[config.mk]
export PLATFORM = sky130hd
export DESIGN_NAME = gate_tt_sequencer
export DESIGN_NICKNAME = d
export VERILOG_FILES = /design/src/rtl/gate_tt_sequencer_pkg.sv /design/src/rtl/gate_tt_sequencer_ref.sv /design/src/rtl/gate_tt_sequencer.sv
export SDC_FILE = /design/constraint.sdc
export NUM_CORES = 1
export LEC_CHECK = 0
export ABC_AREA = 1
export BUFFER_PORTS_ARGS = -buffer_cell sky130_fd_sc_hd__buf_2
export CELL_PAD_IN_SITES_DETAIL_PLACEMENT = 1
export CELL_PAD_IN_SITES_GLOBAL_PLACEMENT = 1
export CORE_MARGIN = 10
export CORE_UTILIZATION = 34
export CTS_CLUSTER_DIAMETER = 30
export DETAILED_ROUTE_END_ITERATION = 8
export PLACE_DENSITY_LB_ADDON = 0.25
export SETUP_SLACK_MARGIN = 0.3
export SYNTH_ARGS = -nofsm -noshare
export SYNTH_HDL_FRONTEND = slang
export SYNTH_SLANG_ARGS = --single-unit
[constraint.sdc]
create_clock -name clk -period 1.8 [get_ports clk]
set_input_delay 0.45 -clock clk [delete_from_list [all_inputs] [get_ports clk]]
set_output_delay 0.45 -clock clk [all_outputs]
set_load 0.01 [all_outputs]
[src/rtl/gate_tt_sequencer_pkg.sv]
// Shared encodings for the gate truth-table sequencer: reference ops and FSM states.
package gate_pkg;

    typedef enum logic [2:0] {
        OP_AND  = 3'd0,
        OP_OR   = 3'd1,
        OP_NAND = 3'd2,
        OP_NOR  = 3'd3,
        OP_XOR  = 3'd4,
        OP_XNOR = 3'd5,
        OP_NOT  = 3'd6,
        OP_BUF  = 3'd7
    } op_e;

    typedef enum logic [1:0] {
        S_IDLE   = 2'd0,
        S_SETTLE = 2'd1,
        S_CHECK  = 2'd2,
        S_DONE   = 2'd3
    } state_e;

endpackage

[src/rtl/gate_tt_sequencer_ref.sv]
// Combinational reference op: the bit a correct gate should produce for a given input vector.
module gate_ref_model
    import gate_pkg::*;
#(
    parameter int N_IN = 2
) (
    input  op_e             op,
    input  logic [N_IN-1:0] vec,
    output logic            expected
);

    // Reductions span the full vector; NOT/BUF look only at the last input.
    always_comb begin
        expected = 1'b0;
        case (op)
            OP_AND:  expected = &vec;
            OP_OR:   expected = |vec;
            OP_NAND: expected = ~&vec;
            OP_NOR:  expected = ~|vec;
            OP_XOR:  expected = ^vec;
            OP_XNOR: expected = ~^vec;
            OP_NOT:  expected = ~vec[0];
            OP_BUF:  expected = vec[0];
            default: expected = 1'b0;
        endcase
    end

endmodule

[src/rtl/gate_tt_sequencer.sv]
// Sweeps every input combination into a gate, holds each for SETTLE cycles, then checks
// the gate output against the latched reference op and records mismatches.
module gate_tt_sequencer
    import gate_pkg::*;
#(
    parameter int N_IN   = 2,
    parameter int SETTLE = 2,
    parameter int ERR_W  = 8
) (
    input  logic             clk,
    input  logic             rst,
    input  logic             start,
    input  logic [2:0]       op_sel,
    output logic [N_IN-1:0]  stim_vec,
    input  logic             y_in,
    output logic             busy,
    output logic             done,
    output logic             pass,
    output logic [ERR_W-1:0] err_count,
    output logic             fail_valid,
    output logic [N_IN-1:0]  fail_vec
);

    localparam int CW = (SETTLE > 1) ? $clog2(SETTLE) : 1;

    generate
        if (SETTLE < 1) begin : g_bad_settle
            $error("gate_tt_sequencer: SETTLE must be at least 1");
        end
        if (N_IN < 1 || N_IN > 8) begin : g_bad_n_in
            $error("gate_tt_sequencer: N_IN must be in 1..8");
        end
    endgenerate

    state_e            state_reg, state_next;
    op_e               op_reg, op_next;
    logic [N_IN-1:0]   vec_reg, vec_next;
    logic [CW-1:0]     cnt_reg, cnt_next;
    logic [ERR_W-1:0]  err_reg, err_next;
    logic              fail_valid_reg, fail_valid_next;
    logic [N_IN-1:0]   fail_vec_reg, fail_vec_next;
    logic              ref_bit;

    gate_ref_model #(.N_IN(N_IN)) u_ref (
        .op       (op_reg),
        .vec      (vec_reg),
        .expected (ref_bit)
    );

    always_ff @(posedge clk) begin
        if (rst) begin
            state_reg      <= S_IDLE;
            op_reg         <= OP_AND;
            vec_reg        <= '0;
            cnt_reg        <= '0;
            err_reg        <= '0;
            fail_valid_reg <= 1'b0;
            fail_vec_reg   <= '0;
        end else begin
            state_reg      <= state_next;
            op_reg         <= op_next;
            vec_reg        <= vec_next;
            cnt_reg        <= cnt_next;
            err_reg        <= err_next;
            fail_valid_reg <= fail_valid_next;
            fail_vec_reg   <= fail_vec_next;
        end
    end

    always_comb begin
        state_next      = state_reg;
        op_next         = op_reg;
        vec_next        = vec_reg;
        cnt_next        = cnt_reg;
        err_next        = err_reg;
        fail_valid_next = fail_valid_reg;
        fail_vec_next   = fail_vec_reg;

        case (state_reg)
            S_IDLE, S_DONE: begin
                if (start) begin
                    state_next      = S_SETTLE;
                    op_next         = op_e'(op_sel);
                    vec_next        = '0;
                    cnt_next        = '0;
                    err_next        = '0;
                    fail_valid_next = 1'b0;
                    fail_vec_next   = '0;
                end
            end
            S_SETTLE: begin
                cnt_next = cnt_reg + CW'(1);
                if (cnt_reg == CW'(SETTLE - 1)) begin
                    state_next = S_CHECK;
                end
            end
            S_CHECK: begin
                if (y_in != ref_bit) begin
                    if (err_reg != '1) begin
                        err_next = err_reg + ERR_W'(1);
                    end
                    // Only the first failing vector of a sweep is kept for debug.
                    if (!fail_valid_reg) begin
                        fail_valid_next = 1'b1;
                        fail_vec_next   = vec_reg;
                    end
                end
                if (&vec_reg) begin
                    state_next = S_DONE;
                end else begin
                    state_next = S_SETTLE;
                    vec_next   = vec_reg + N_IN'(1);
                    cnt_next   = '0;
                end
            end
            default: state_next = S_IDLE;
        endcase
    end

    assign stim_vec   = vec_reg;
    assign busy       = (state_reg == S_SETTLE) || (state_reg == S_CHECK);
    assign done       = (state_reg == S_DONE);
    assign pass       = done && (err_reg == '0);
    assign err_count  = err_reg;
    assign fail_valid = fail_valid_reg;
    assign fail_vec   = fail_vec_reg;

endmodule
### Yosys cells after proc, flatten, opt, wreduce, memory -nomap -nowiden

Index checks and enable logic that the tools add are counted.

| cells by class | value |
|---|---|
| muxes and demuxes | 20 |
| reductions and logical operators | 20 |
| bitwise logic cells | 1 |
| eq/ne operators | 18 |
| $add $sub $neg | 3 |

Operators by type and width:

| operator | number |
|---|---|
| 2-to-1 mux 8 bit | 3 |
| one-hot mux 8 bit (2 select lines) | 1 |
| 2-to-1 mux 2 bit | 7 |
| equality test 3 bit, second input constant | 4 |
| inequality test 2 bit, second input constant | 6 |
| adder 8 x 1 -> 8 bit, second input constant | 1 |
| zero test 8 bit | 1 |
| inequality test 8 bit, second input constant | 1 |
| one-hot mux 1 bit (8 select lines) | 1 |
| one-hot mux 2 bit (2 select lines) | 2 |
| AND reduction 2 bit | 4 |
| AND reduction 4 bit | 2 |
| equality test 3 x 2 -> 1 bit, second input constant | 2 |
| one-hot mux 2 bit (3 select lines) | 1 |
| AND reduction 3 bit | 2 |
| equality test 2 bit, second input constant | 2 |
| OR reduction 2 bit | 2 |
| equality test 3 x 1 -> 1 bit, second input constant | 1 |
| zero test 3 bit | 1 |
| 2-to-1 mux 1 bit | 3 |
| one-hot mux 1 bit (3 select lines) | 1 |
| adder 2 x 1 -> 2 bit, second input constant | 1 |
| equality test 2 x 1 -> 1 bit, second input constant | 1 |
| zero test 1 bit | 2 |
| 10 further kinds | 10 |

| word-level totals | value |
|---|---|
| register bits after elaboration | 19 |
| input port bits | 7 |
| word-level logic and storage cells | 69 |
| output and inout bits | 16 |

### Logic depth before layout (Yosys ltp)

| logic depth | value |
|---|---|
| depth in word-level cells | 6 |
| depth in mapped cells | 14 |
| mapped depth without buffers | 14 |

### Cells and area by module

Synthesis repeated with hierarchy kept, for this count alone.

| unflattened totals | value |
|---|---|
| cells, all modules | 206 |
| area total of the unflattened synthesis | 1285.0 um^2 |

By module, submodules not included:

| module | sequential area each (um^2) | times used | area each (um^2) | cells an instance |
|---|---|---|---|---|
| gate_tt_sequencer | 380.4 | 1 | 1167.4 | 181 |
| gate_ref_model | 0.0 | 1 | 117.6 | 25 |

### Worst setup path after synthesis

Ideal clock, no wire load.

| timing path | value |
|---|---|
| kind | register to register |
| start | register vec_reg[0], in the netlist stim_vec[0] |
| end | register err_reg[2], in the netlist err_count[2] |
| setup slack | 0.131 ns |
| buffers on the path | 1 |
| stages on the path, launching flop included | 14 |
| required time | 1.688 ns |
| arrival time | 1.557 ns |
| setup time | 0.112 ns |
| period minus slack after synthesis | 1.669 ns |
| path through | dfxtp_1 > inv_1 > ha_1 > inv_1 > nand2_1 > nand2_1 > nand2_1 > nand3_1 > nand3_1 > nand3_4 > buf_6 > nand3_1 > nand2_1 > nor2_1 |

| between the ends | value |
|---|---|
| cells in the longest elaborated chain, start to end | 6 |
| elaborated cells on any way between the ends | 11 |
| those cells by class | eq/ne (2); mux (1); bitwise (1); reduce/logical (7) |

RTL lines:

| element | RTL line | text |
|---|---|---|
| start, declared | gate_tt_sequencer.sv:37 | `logic [N_IN-1:0] vec_reg, vec_next;` |
| start signal, assigned | gate_tt_sequencer.sv:62 | `vec_reg <= vec_next;` |
| OR reduction 2 bit or AND reduction 2 bit (tied branches) | n/a |  |
| zero test 1 bit, on equally long branches | gate_tt_sequencer_ref.sv:19, gate_tt_sequencer_ref.sv:18 |  |
| one-hot mux 1 bit (8 select lines) * | gate_tt_sequencer_ref.sv:15 | `case (op)` |
| inequality test 1 bit * | gate_tt_sequencer.sv:98 | `if (y_in != ref_bit) begin` |
| inequality test 2 bit (no source line) * | n/a |  |
| AND reduction 4 bit (no source line) * | n/a |  |
| end signal, assigned | gate_tt_sequencer.sv:64 | `err_reg <= err_next;` |
| end, declared | gate_tt_sequencer.sv:39 | `logic [ERR_W-1:0] err_reg, err_next;` |

Mark *: on every way between the ends. The rest lies on a longest branch, timed or not.
A chain may end at the register's enable or synchronous reset.

### Worst setup path in the final report

| timing path | value |
|---|---|
| start | register err_reg[6], in the netlist err_count[6] |
| end | output port pass |

| between the ends | value |
|---|---|
| cells in the longest elaborated chain, start to end | 2 |

RTL lines:

| element | RTL line | text |
|---|---|---|
| zero test 8 bit | gate_tt_sequencer.sv:123 | `assign pass = done && (err_reg == '0);` |
| logical AND 1 bit | gate_tt_sequencer.sv:123 |  |
| end, declared | gate_tt_sequencer.sv:18 | `output logic pass,` |

Every way passes these cells.

==> flow_metrics.env <==
export IMPL_clk_pin_slew_ps=120
export IMPL_clkSinkCount=19
export IMPL_grt_max_degree=14
export IMPL_cts_buffers=3
export IMPL_route_met2_wl_mm=2.26
export IMPL_yosysSeqAreaShare_pct=32.3
export IMPL_core_area_mm2=0.00334
export IMPL_die_h_um=78.9
export IMPL_met1_length_mm=1.79
export IMPL_synthesis_area_mm2=0.00118
export IMPL_run_status="finished with violations"
export IMPL_post_route_min_period_ps=1860
export IMPL_fp_dieW_um=78.9
export IMPL_cts_path_max_buffers=2
export IMPL_hold_slack_ps=413
export IMPL_start_kind="flop"
export IMPL_row_count=21
export IMPL_synthMuxAreaShare_pct=0
export IMPL_yosys_area_share_simple_pct=35.8
export IMPL_worstReg2RegEnd="err_count[4]$_SDFFE_PP0P_"
export IMPL_hold_viol_final=0
export IMPL_peakVddDrop_uv=345
export IMPL_crit_type="reg -> out"
export IMPL_final_common_cell="nand2_1"
export IMPL_syn_nets=195
export IMPL_grtUsageTotal_pct=13.2
export IMPL_ys_warn_count=0
export IMPL_vias_per_cell=5.00
export IMPL_antenna_found_initial=0
export IMPL_syn_avg_cell_area_um2=6.55
export IMPL_max_slew_margin_rel_pct=71.8
export IMPL_r2r_start="stim_vec[1]$_SDFFE_PP0P_"
export IMPL_antenna_cells=0
export IMPL_clock_skew_ps=0.845
export IMPL_drtAntennaViolNets=0
export IMPL_mostFrequentLayoutCells="33 x nand2_1, 21 x buf_2, 18 x inv_1, 17 x buf_4, 16 x nand3_1"
export IMPL_synthAdderAreaFrac_pct=8.49
export IMPL_wl_per_cell_um=15.9
export IMPL_synthDistinctLibCells=22
export IMPL_synth_top_family_by_area="simple AND/OR/NAND/NOR gates"
export IMPL_hpwl_mm=2.83
export IMPL_cts_root_buf="clkbuf_4"
export IMPL_portBuffers=22
export IMPL_grt_pass1_wl_mm=6.74
export IMPL_worst_pin_slew_ps=423
export IMPL_report_power_total_w=0.00148
export IMPL_area_growth_pct=46.0
export IMPL_yosys_register_bits=19
export IMPL_violations="negative setup slack"
export IMPL_tritoncts="yes"
export IMPL_synth_xor_area_share_pct=0
export IMPL_setup_violations=1
export IMPL_worst_r2r_path_depth=14
export IMPL_highest_layer="met4"
export IMPL_drcViolationCount=0
export IMPL_rsz0062_at_grt="true"
export IMPL_num_nets_final=237
export IMPL_dr_pass1_iters=4
export IMPL_setup_ws_ps=-64.2
export IMPL_fin_crit_sh_pct=104
export IMPL_gp_congestion=0.789
export IMPL_worstSetupStartpoint="err_count[6]$_SDFFE_PP0P_"
export IMPL_drt_iter0_markers=98
export IMPL_p_leak_nw=0.772
export IMPL_initial_core_util_pct=35.3
export IMPL_n_fill_cell=447
export IMPL_synthCells=180
export IMPL_endpoint_kind="output port"
export IMPL_met3_length_um=151
export IMPL_cp_required_ps=1350
export IMPL_power_density_mw_per_mm2=862
export IMPL_dieArea_mm2=0.00622
export IMPL_worstPathMaxFanout=2
export IMPL_cp_arrival_ps=1410
export IMPL_vias=1334
export IMPL_hp_class="in -> reg"
export IMPL_io_pins=23
export IMPL_cap_violations=0
export IMPL_routed_wl_mm=4.26
export IMPL_h_tree_depth=1
export IMPL_grt_pass1_vias=1427
export IMPL_synth_compound_area_share_pct=12.1
export IMPL_largest_reg_flops=8
export IMPL_slew_viol_final=0
export IMPL_timing_fmax_mhz=536
export IMPL_endpoint="pass"
export IMPL_clkLatencyLatePin_ps=300
export IMPL_drive_gt1_share_pct=46.6
export IMPL_hold_depth=2
export IMPL_overflow=0
export IMPL_rrSetupSlack_ps=90
metrics by stage:
step	worst slack (ps)	area, um^2	util [%]	TNS, ps	instances
5_1_grt	-111	1720	51.6	-159	267
3_5_place_dp	77.2	1420	42.6	0	252
3_3_place_gp	147	1420	42.6	0	252
4_1_cts	-49.0	1610	48.4	-49.0	265
2_1_floorplan	283	1220	-	0	180
6_report	-64.2	1720	51.6	-64.2	267
critical path, cell delays in order, from the launching register on:
cell     delay (ps)
dfxtp_2         340
or4_4           530
nor2_2          100
buf_2           140
per-layer routing:
metal  track usage [%]  vias up
met5                 0        -
met4              3.23        0
met3              2.36        6
met2              25.2       23
met1              14.7      641
li1                  -      664
repair_timing:
item / in CTS / in global routing
hold buffers: 0 / 0
cloned: 1 / 0
setup buffers: 8 / 2
setup endpoints to repair: 16 / 18
pin swaps: 11 / 12
resized for setup: 31 / 26
synthesized netlist by cell type:
| cell | n | area share, % |
|---|---|---|
| a211oi_1 | 2 | 1.3 |
| a21oi_1 | 13 | 5.5 |
| buf_2 | 2 | 0.85 |
| buf_6 | 1 | 0.96 |
| dfxtp_1 | 19 | 32 |
| ha_1 | 8 | 8.5 |
| inv_1 | 26 | 8.3 |
| inv_2 | 4 | 1.3 |
| nand2_1 | 39 | 12 |
| nand2_2 | 2 | 1.1 |
| nand3_1 | 22 | 9.3 |
| nand3_4 | 1 | 1.5 |
| nand4_1 | 2 | 1.1 |
| nor2_1 | 24 | 7.6 |
| nor2_2 | 2 | 1.1 |
| nor3_1 | 1 | 0.42 |
| nor3b_1 | 1 | 0.64 |
| o211ai_1 | 1 | 0.64 |
| o21a_1 | 1 | 0.64 |
| o21ai_0 | 6 | 2.5 |
| o21ai_2 | 2 | 1.5 |
| or4_1 | 1 | 0.64 |
final cells by class:
class	count	area, um^2	share of cell area (%)
multi-input combinational	129	853	49.6
sequential	19	408	23.7
timing repair buffer	39	244	14.2
inverter	30	130	7.56
tap	46	57.6	3.35
clock buffer	3	22.5	1.31
clock inverter	1	5.00	0.291
where the power goes:
group          internal, W  switching (W)
clock network    0.0000829       0.000153
logic             0.000296       0.000401
registers         0.000483      0.0000666
kinds of logic after synthesis:
group | after synthesis
and+or+nand+nor | 95
buffers and inverters | 33
adders and majority gates | 8
DFF | 19
AOI/OAI and AO/OA | 25
worst min-delay path by stage:
| stage | end | start |
|---|---|---|
| 2_1_floorplan | op_reg[2]$_SDFFE_PP0P_ | op_reg[2]$_SDFFE_PP0P_ |
| 3_3_place_gp | fail_vec[1]$_SDFFE_PP0P_ | fail_vec[1]$_SDFFE_PP0P_ |
| 3_5_place_dp | fail_vec[1]$_SDFFE_PP0P_ | fail_vec[1]$_SDFFE_PP0P_ |
| 4_1_cts | err_count[6]$_SDFFE_PP0P_ | rst |
| 5_1_grt | err_count[5]$_SDFFE_PP0P_ | rst |
| 6_report | err_count[6]$_SDFFE_PP0P_ | rst |
Power figures use the tool's default switching activity.
